**config.mk**
```make
export PLATFORM = sky130hd
export DESIGN_NAME = cordic_gain_comp_flat
export DESIGN_NICKNAME = d
export VERILOG_FILES = /design/src/rtl/cordic_pkg.sv /design/src/rtl/cordic_gain_comp_if.sv /design/src/rtl/cordic_gain_comp_csd_term_acc.sv /design/src/rtl/cordic_gain_comp.sv /design/src/flat_wrapper.sv
export SDC_FILE = /design/constraint.sdc
export NUM_CORES = 1
export LEC_CHECK = 0
export CAP_MARGIN = 20
export CORE_ASPECT_RATIO = 1.75
export CORE_MARGIN = 2
export CORE_UTILIZATION = 42
export CTS_BUF_LIST = sky130_fd_sc_hd__clkbuf_4
export DETAILED_ROUTE_END_ITERATION = 10
export SLEW_MARGIN = 20
export SYNTH_ARGS = -nofsm -noshare
export SYNTH_HDL_FRONTEND = slang
export SYNTH_SLANG_ARGS = --single-unit
```
**constraint.sdc**
```tcl
create_clock -name clk -period 18.32 [get_ports clk]
set_input_delay 2.748 -clock clk [delete_from_list [all_inputs] [get_ports clk]]
set_output_delay 2.748 -clock clk [all_outputs]
set_load 0.01 [all_outputs]
```
**src/rtl/cordic_pkg.sv**
```systemverilog
// rtl/cordic_pkg.sv - shared CORDIC constants, gain term table and state type
package cordic_pkg;

  localparam int CORDIC_W = 32;

  // Q2.30 fixed-point unity
  localparam logic [31:0] Q2_30_ONE = 32'h4000_0000;

  // CSD decomposition of K ~= 0.6072529: sum over k of (+/-) 2^-SH[k]
  localparam logic [4:0] GAIN_SH [0:7] = '{5'd1, 5'd3, 5'd6, 5'd9, 5'd13, 5'd15, 5'd16, 5'd20};

  // bit k set means term k is subtracted
  localparam logic [7:0] GAIN_SUB = 8'b1111_1100;

  typedef enum logic [1:0] {
    ST_IDLE = 2'd0,
    ST_MUL  = 2'd1,
    ST_HOLD = 2'd2
  } state_t;

  function automatic logic [4:0] gain_sh(input logic [2:0] k);
    return GAIN_SH[k];
  endfunction

  function automatic logic gain_sub(input logic [2:0] k);
    return GAIN_SUB[k];
  endfunction

endpackage

```
**src/rtl/cordic_gain_comp_if.sv**
```systemverilog
// rtl/cordic_gain_comp_if.sv - input/output handshake bundle of the gain compensation stage
interface cordic_gain_comp_if #(
  parameter int W = 32
);

  logic         in_valid;
  logic         in_ready;
  logic [W-1:0] x_in;
  logic [W-1:0] y_in;
  logic [W-1:0] z_in;
  logic         neg_in;
  logic         out_valid;
  logic         out_ready;
  logic [W-1:0] x_out;
  logic [W-1:0] y_out;
  logic [W-1:0] z_out;

  // upstream/downstream side
  modport master (
    output in_valid, x_in, y_in, z_in, neg_in, out_ready,
    input  in_ready, out_valid, x_out, y_out, z_out
  );

  // gain compensation block side
  modport slave (
    input  in_valid, x_in, y_in, z_in, neg_in, out_ready,
    output in_ready, out_valid, x_out, y_out, z_out
  );

endinterface

```
**src/rtl/cordic_gain_comp_csd_term_acc.sv**
```systemverilog
// rtl/cordic_gain_comp_csd_term_acc.sv - one channel of the CSD shift-add gain multiplier
module csd_term_acc
  import cordic_pkg::*;
#(
  parameter int W  = 32,
  parameter int AW = W + 2
) (
  input  logic         clk,
  input  logic         rst_n,
  input  logic         clear,
  input  logic         en,
  input  logic [2:0]   k,
  input  logic [W-1:0] din,
  output logic [W-1:0] res
);

  logic        [W-1:0]  cap;
  logic signed [AW-1:0] acc;
  logic signed [AW-1:0] term;
  logic signed [AW-1:0] acc_nxt;

  // arithmetic shift keeps the sign, so truncation rounds toward -inf
  always_comb begin
    term    = $signed({{(AW - W){cap[W-1]}}, cap}) >>> gain_sh(k);
    acc_nxt = gain_sub(k) ? (acc - term) : (acc + term);
    res     = acc_nxt[W-1:0];
  end

  // capture the operand on accept, then accumulate one term per MUL cycle
  always_ff @(posedge clk or negedge rst_n) begin
    if (!rst_n) begin
      cap <= '0;
      acc <= '0;
    end else if (clear) begin
      cap <= din;
      acc <= '0;
    end else if (en) begin
      acc <= acc_nxt;
    end
  end

endmodule

```
**src/rtl/cordic_gain_comp.sv**
```systemverilog
// rtl/cordic_gain_comp.sv - removes CORDIC gain from (x, y) with an 8-cycle CSD multiply
module cordic_gain_comp
  import cordic_pkg::*;
#(
  parameter int W  = CORDIC_W,
  parameter int AW = W + 2
) (
  input  logic               clk,
  input  logic               rst_n,
  cordic_gain_comp_if.slave  bus
);

  state_t       state;
  logic [2:0]   k;
  logic         neg_cap;
  logic [W-1:0] z_cap;
  logic [W-1:0] x_res;
  logic [W-1:0] y_res;
  logic         out_valid_r;
  logic [W-1:0] x_out_r;
  logic [W-1:0] y_out_r;
  logic [W-1:0] z_out_r;
  logic         accept;
  logic         mul_en;

  assign bus.in_ready  = (state == ST_IDLE);
  assign bus.out_valid = out_valid_r;
  assign bus.x_out     = x_out_r;
  assign bus.y_out     = y_out_r;
  assign bus.z_out     = z_out_r;

  assign accept = (state == ST_IDLE) && bus.in_valid;
  assign mul_en = (state == ST_MUL);

  csd_term_acc #(.W(W), .AW(AW)) u_acc_x (
    .clk   (clk),
    .rst_n (rst_n),
    .clear (accept),
    .en    (mul_en),
    .k     (k),
    .din   (bus.x_in),
    .res   (x_res)
  );

  csd_term_acc #(.W(W), .AW(AW)) u_acc_y (
    .clk   (clk),
    .rst_n (rst_n),
    .clear (accept),
    .en    (mul_en),
    .k     (k),
    .din   (bus.y_in),
    .res   (y_res)
  );

  // control FSM: accept in IDLE, 8 term cycles, then hold the result until taken
  always_ff @(posedge clk or negedge rst_n) begin
    if (!rst_n) begin
      state       <= ST_IDLE;
      k           <= 3'd0;
      neg_cap     <= 1'b0;
      z_cap       <= '0;
      out_valid_r <= 1'b0;
      x_out_r     <= '0;
      y_out_r     <= '0;
      z_out_r     <= '0;
    end else begin
      case (state)
        ST_IDLE: begin
          if (bus.in_valid) begin
            state   <= ST_MUL;
            k       <= 3'd0;
            neg_cap <= bus.neg_in;
            z_cap   <= bus.z_in;
          end
        end
        ST_MUL: begin
          k <= k + 3'd1;
          if (k == 3'd7) begin
            // |K*x| stays below 0.61 full scale, so negation cannot overflow
            x_out_r     <= neg_cap ? (~x_res + 1'b1) : x_res;
            y_out_r     <= neg_cap ? (~y_res + 1'b1) : y_res;
            z_out_r     <= z_cap;
            out_valid_r <= 1'b1;
            state       <= ST_HOLD;
          end
        end
        ST_HOLD: begin
          if (bus.out_ready) begin
            out_valid_r <= 1'b0;
            state       <= ST_IDLE;
          end
        end
        default: state <= ST_IDLE;
      endcase
    end
  end

endmodule

```
**src/flat_wrapper.sv**
```systemverilog
// flat-port wrapper written by rule: the top's interface ports become plain ports
module cordic_gain_comp_flat import cordic_pkg::*;
#(
  parameter int W  = CORDIC_W,
  parameter int AW = W + 2
)
  (clk, rst_n, bus_in_valid, bus_x_in, bus_y_in, bus_z_in, bus_neg_in, bus_out_ready, bus_in_ready, bus_out_valid, bus_x_out, bus_y_out, bus_z_out);
  cordic_gain_comp_if #(.W(W)) bus_i ();
  input  logic clk;
  input  logic rst_n;
  input wire logic [$bits(bus_i.in_valid)-1:0] bus_in_valid;
  input wire logic [$bits(bus_i.x_in)-1:0] bus_x_in;
  input wire logic [$bits(bus_i.y_in)-1:0] bus_y_in;
  input wire logic [$bits(bus_i.z_in)-1:0] bus_z_in;
  input wire logic [$bits(bus_i.neg_in)-1:0] bus_neg_in;
  input wire logic [$bits(bus_i.out_ready)-1:0] bus_out_ready;
  output wire logic [$bits(bus_i.in_ready)-1:0] bus_in_ready;
  output wire logic [$bits(bus_i.out_valid)-1:0] bus_out_valid;
  output wire logic [$bits(bus_i.x_out)-1:0] bus_x_out;
  output wire logic [$bits(bus_i.y_out)-1:0] bus_y_out;
  output wire logic [$bits(bus_i.z_out)-1:0] bus_z_out;
  assign bus_i.in_valid = bus_in_valid;
  assign bus_i.x_in = bus_x_in;
  assign bus_i.y_in = bus_y_in;
  assign bus_i.z_in = bus_z_in;
  assign bus_i.neg_in = bus_neg_in;
  assign bus_i.out_ready = bus_out_ready;
  assign bus_in_ready = bus_i.in_ready;
  assign bus_out_valid = bus_i.out_valid;
  assign bus_x_out = bus_i.x_out;
  assign bus_y_out = bus_i.y_out;
  assign bus_z_out = bus_i.z_out;
  cordic_gain_comp #(.W(W), .AW(AW)) u_core (.clk(clk), .rst_n(rst_n), .bus(bus_i));
endmodule
```
==> impl_metrics.ini <==
[outcome]
outcome = complete, but fails checks
violations = design-rule violations

[setup_path]
r2r-start = u_core.k[1]
r2r_cells = 21
cp-startpoint = u_core.k[1]
cp.arrival_ps = 9520
cp-start-kind = register
critical_path_class = register to register
r2r_slack_ps = 9450
required_ps = 18970
crit_end = u_core.bus.y_out[30]
worstSetupEndpointType = register
cp_max_fo = 57
reg2reg_to = u_core.bus.y_out[30]

[drt]
vias = 18000
drc = 1
post_drt_via_cell_ratio = 6.00
drt_first_pass_iters = 9
wirelength_um = 60800
ant_nets = 0
routedWlPerCell_um = 20.3
drtIter0Drc = 1201

[synth]
synth_xor_xnor_area_share_pct = 7.36
synth-simple-area-share_pct = 15.8
synth_most_common_cell = dfrtp_1
synthMuxAreaShare_pct = 14.0
yosysTopAreaCellShare_pct = 33.3
synth_seq_cells = 263
avgSynthCellArea_um2 = 8.97
synthTopCellsByCount = dfrtp_1, nand2_1, o21ai_0
synthesis.nets = 2375
synth-main-ff-cell = dfrtp_1
synth_top_family_by_area = compound AO/OA/AOI/OAI gates
synth_adder_area_share_pct = 4.70
synthesis.area_um2 = 19700
synthArstFlopShare_pct = 100
yosys.area.top_type = dfrtp_1
synthCells = 2201
yosys-top-cells-area = dfrtp_1, mux2_2, o21ai_0, nand2_1, mux2i_1
yosysSeqAreaShare_pct = 33.3
synth_compound_area_share_pct = 21.1
ys_warn_count = 0
synth_edf_count = 0
synth_cell_type_count = 97

[floorplan]
ios = 199
start_util_pct = 42.3
core_area_um2 = 46600
die_w_um = 168
dieArea_um2 = 48800
die_h_um = 291
placementRows = 105

[timing]
hold_viol_final = 0
finalClockSkew_ps = 80.3
fin_crit_ps = 8870
worst_pin_slew_ps = 1030
fin_tns_setup_ps = 0
rsz0062_at_grt = false
drv_slew = 0
period_share_pct = 48.4
setup_viol = 0
fmaxAchievable_ghz = 0.113
slew_headroom_pct = 31.5

[finish]
layout-drive-gt1-share_pct = 14.0
syn_to_final_growth_pct = 16.4
utilization_pct = 49.3
seq_area_um2 = 6580
fill_cells = 4455
fin_nets = 2535
multi_input_area_um2 = 12500

[clock_tree]
root_buffer = clkbuf_4
clock-sinks = 263
cts.repair.resized = 0
clock_latency_ps = 820
cts_buffers = 67
cts_tree = yes
postCtsSetupRepairBufs = 0
clockBufferDepth = 3
cts_hold_buf = 0
clk_pin_slew_ps = 100
htreeDepth = 3

[global_routing]
overflow = 0
grt_pass1_wl_um = 97300
grt_max_degree = 98
first_global_vias = 18000
grt_use_total_pct = 24.7
antenna_found_initial = 5

[placed_design]
gp_congestion = 0.952
dp_hpwl_um = 46000
port_buffers = 198

[run]
drv_cap = 0

[hold_path]
hold_class = register to register
## logic make-up after synthesis
kind of cell	Yosys count
and+or+nand+nor	644
buffers and inverters	177
DFF	263
adders and majority gates	73
xor gates and xnor gates	166
AOI/OAI and AO/OA	631
muxes	247
## layout make-up
type / count / area share [%]
tap: 588 / 3.20
multi-input combinational: 1761 / 54.3
sequential: 263 / 28.6
clock inverter: 21 / 0.599
clock buffer: 93 / 3.04
antenna: 5 / 0.0544
timing repair buffer: 223 / 9.48
inverter: 45 / 0.735
## registers in the layout (all words and copies together) (netlist names)
name,count
u_core.bus.out_valid,1
u_core.bus.x_out,32
u_core.bus.y_out,32
u_core.bus.z_out,32
u_core.k,3
u_core.neg_cap,1
u_core.state,2
u_core.u_acc_x.acc,32
u_core.u_acc_x.cap,32
u_core.u_acc_y.acc,32
u_core.u_acc_y.cap,32
u_core.z_cap,32
## worst max-delay path: stages (launching register included)
cell and delay [ps]:
dfrtp_1 650, ha_1 470, mux2i_4 470, buf_4 750, mux2i_1 580, mux2i_1 150, mux4_2 480, mux2i_1 370
ha_1 300, o21ai_0 460, ha_1 330, nor2b_1 150, o2111ai_1 430, nand2_1 120, o311ai_1 830, and4b_1 350
nand4b_1 190, nor4_2 480, nand4b_1 310, o41ai_1 490, xor2_1 200, o21ai_1 70
## how the worst min path moves through the flow
stage                                     start                     to  depth (start not counted)
after detailed placement   u_core.bus.y_out[19]   u_core.bus.y_out[19]                          2
after global routing       u_core.bus.y_out[19]   u_core.bus.y_out[19]                          2
final                      u_core.bus.x_out[22]   u_core.bus.x_out[22]                          2
after global placement     u_core.bus.x_out[22]   u_core.bus.x_out[22]                          2
after floorplan           u_core.u_acc_x.acc[0]  u_core.u_acc_x.acc[0]                          2
after CTS                  u_core.bus.y_out[19]   u_core.bus.y_out[19]                          2
## per-layer routing
metal | wire length, um | track usage, % | up-vias
li1 | - | - | 8526
met1 | 23800 | 28.3 | 8652
met2 | 31200 | 44.6 | 636
met3 | 3120 | 3.34 | 166
met4 | 2760 | 12.3 | 0
met5 | 0 | 0 | -
## cell usage in the layout (no fill, tap or decap), types with 10 or more instances in the layout
master           synthesis  final
a21o_1                  18     18
mux2_2                 142    142
a21oi_1                111    111
clkbuf_4                 0     93
a211oi_1                15     15
nor2_1                 105    103
a22o_1                  22     22
o21ai_0                199    199
clkinv_1                 1     13
or2_2                   10     10
nand4_1                 23     23
buf_4                    6     24
clkdlybuf4s50_1          0    197
dfrtp_1                263    263
o221ai_1                13     13
o211ai_1                17     17
xor2_1                  74     74
a221oi_1                23     23
inv_1                   44     44
xnor2_1                 92     92
a22oi_1                 30     30
mux2i_1                 90     89
o22ai_1                 19     19
nand2_1                243    241
nand3_1                108    108
a31oi_1                 23     23
nand2b_1                17     16
o21ai_1                 10     10
nor2b_1                 17     17
o31ai_1                 16     16
ha_1                    71     71
and2_1                  21     21
and3_1                  14     14
nor3_1                  26     26
## through the flow
stage	area, um^2	std cells	worst slack, ps	hold WS (ps)
finish	23000	2999	9450	478
CTS	23000	2993	9550	484
global route	23000	2999	8880	509
global placement	22100	2879	9840	463
detailed placement	22100	2879	9610	470
floorplan	19700	2201	11780	469
Power is left out: the tool's default activity adds up to more than one toggle a clock period on the data nets, which glitch-free logic cannot reach.
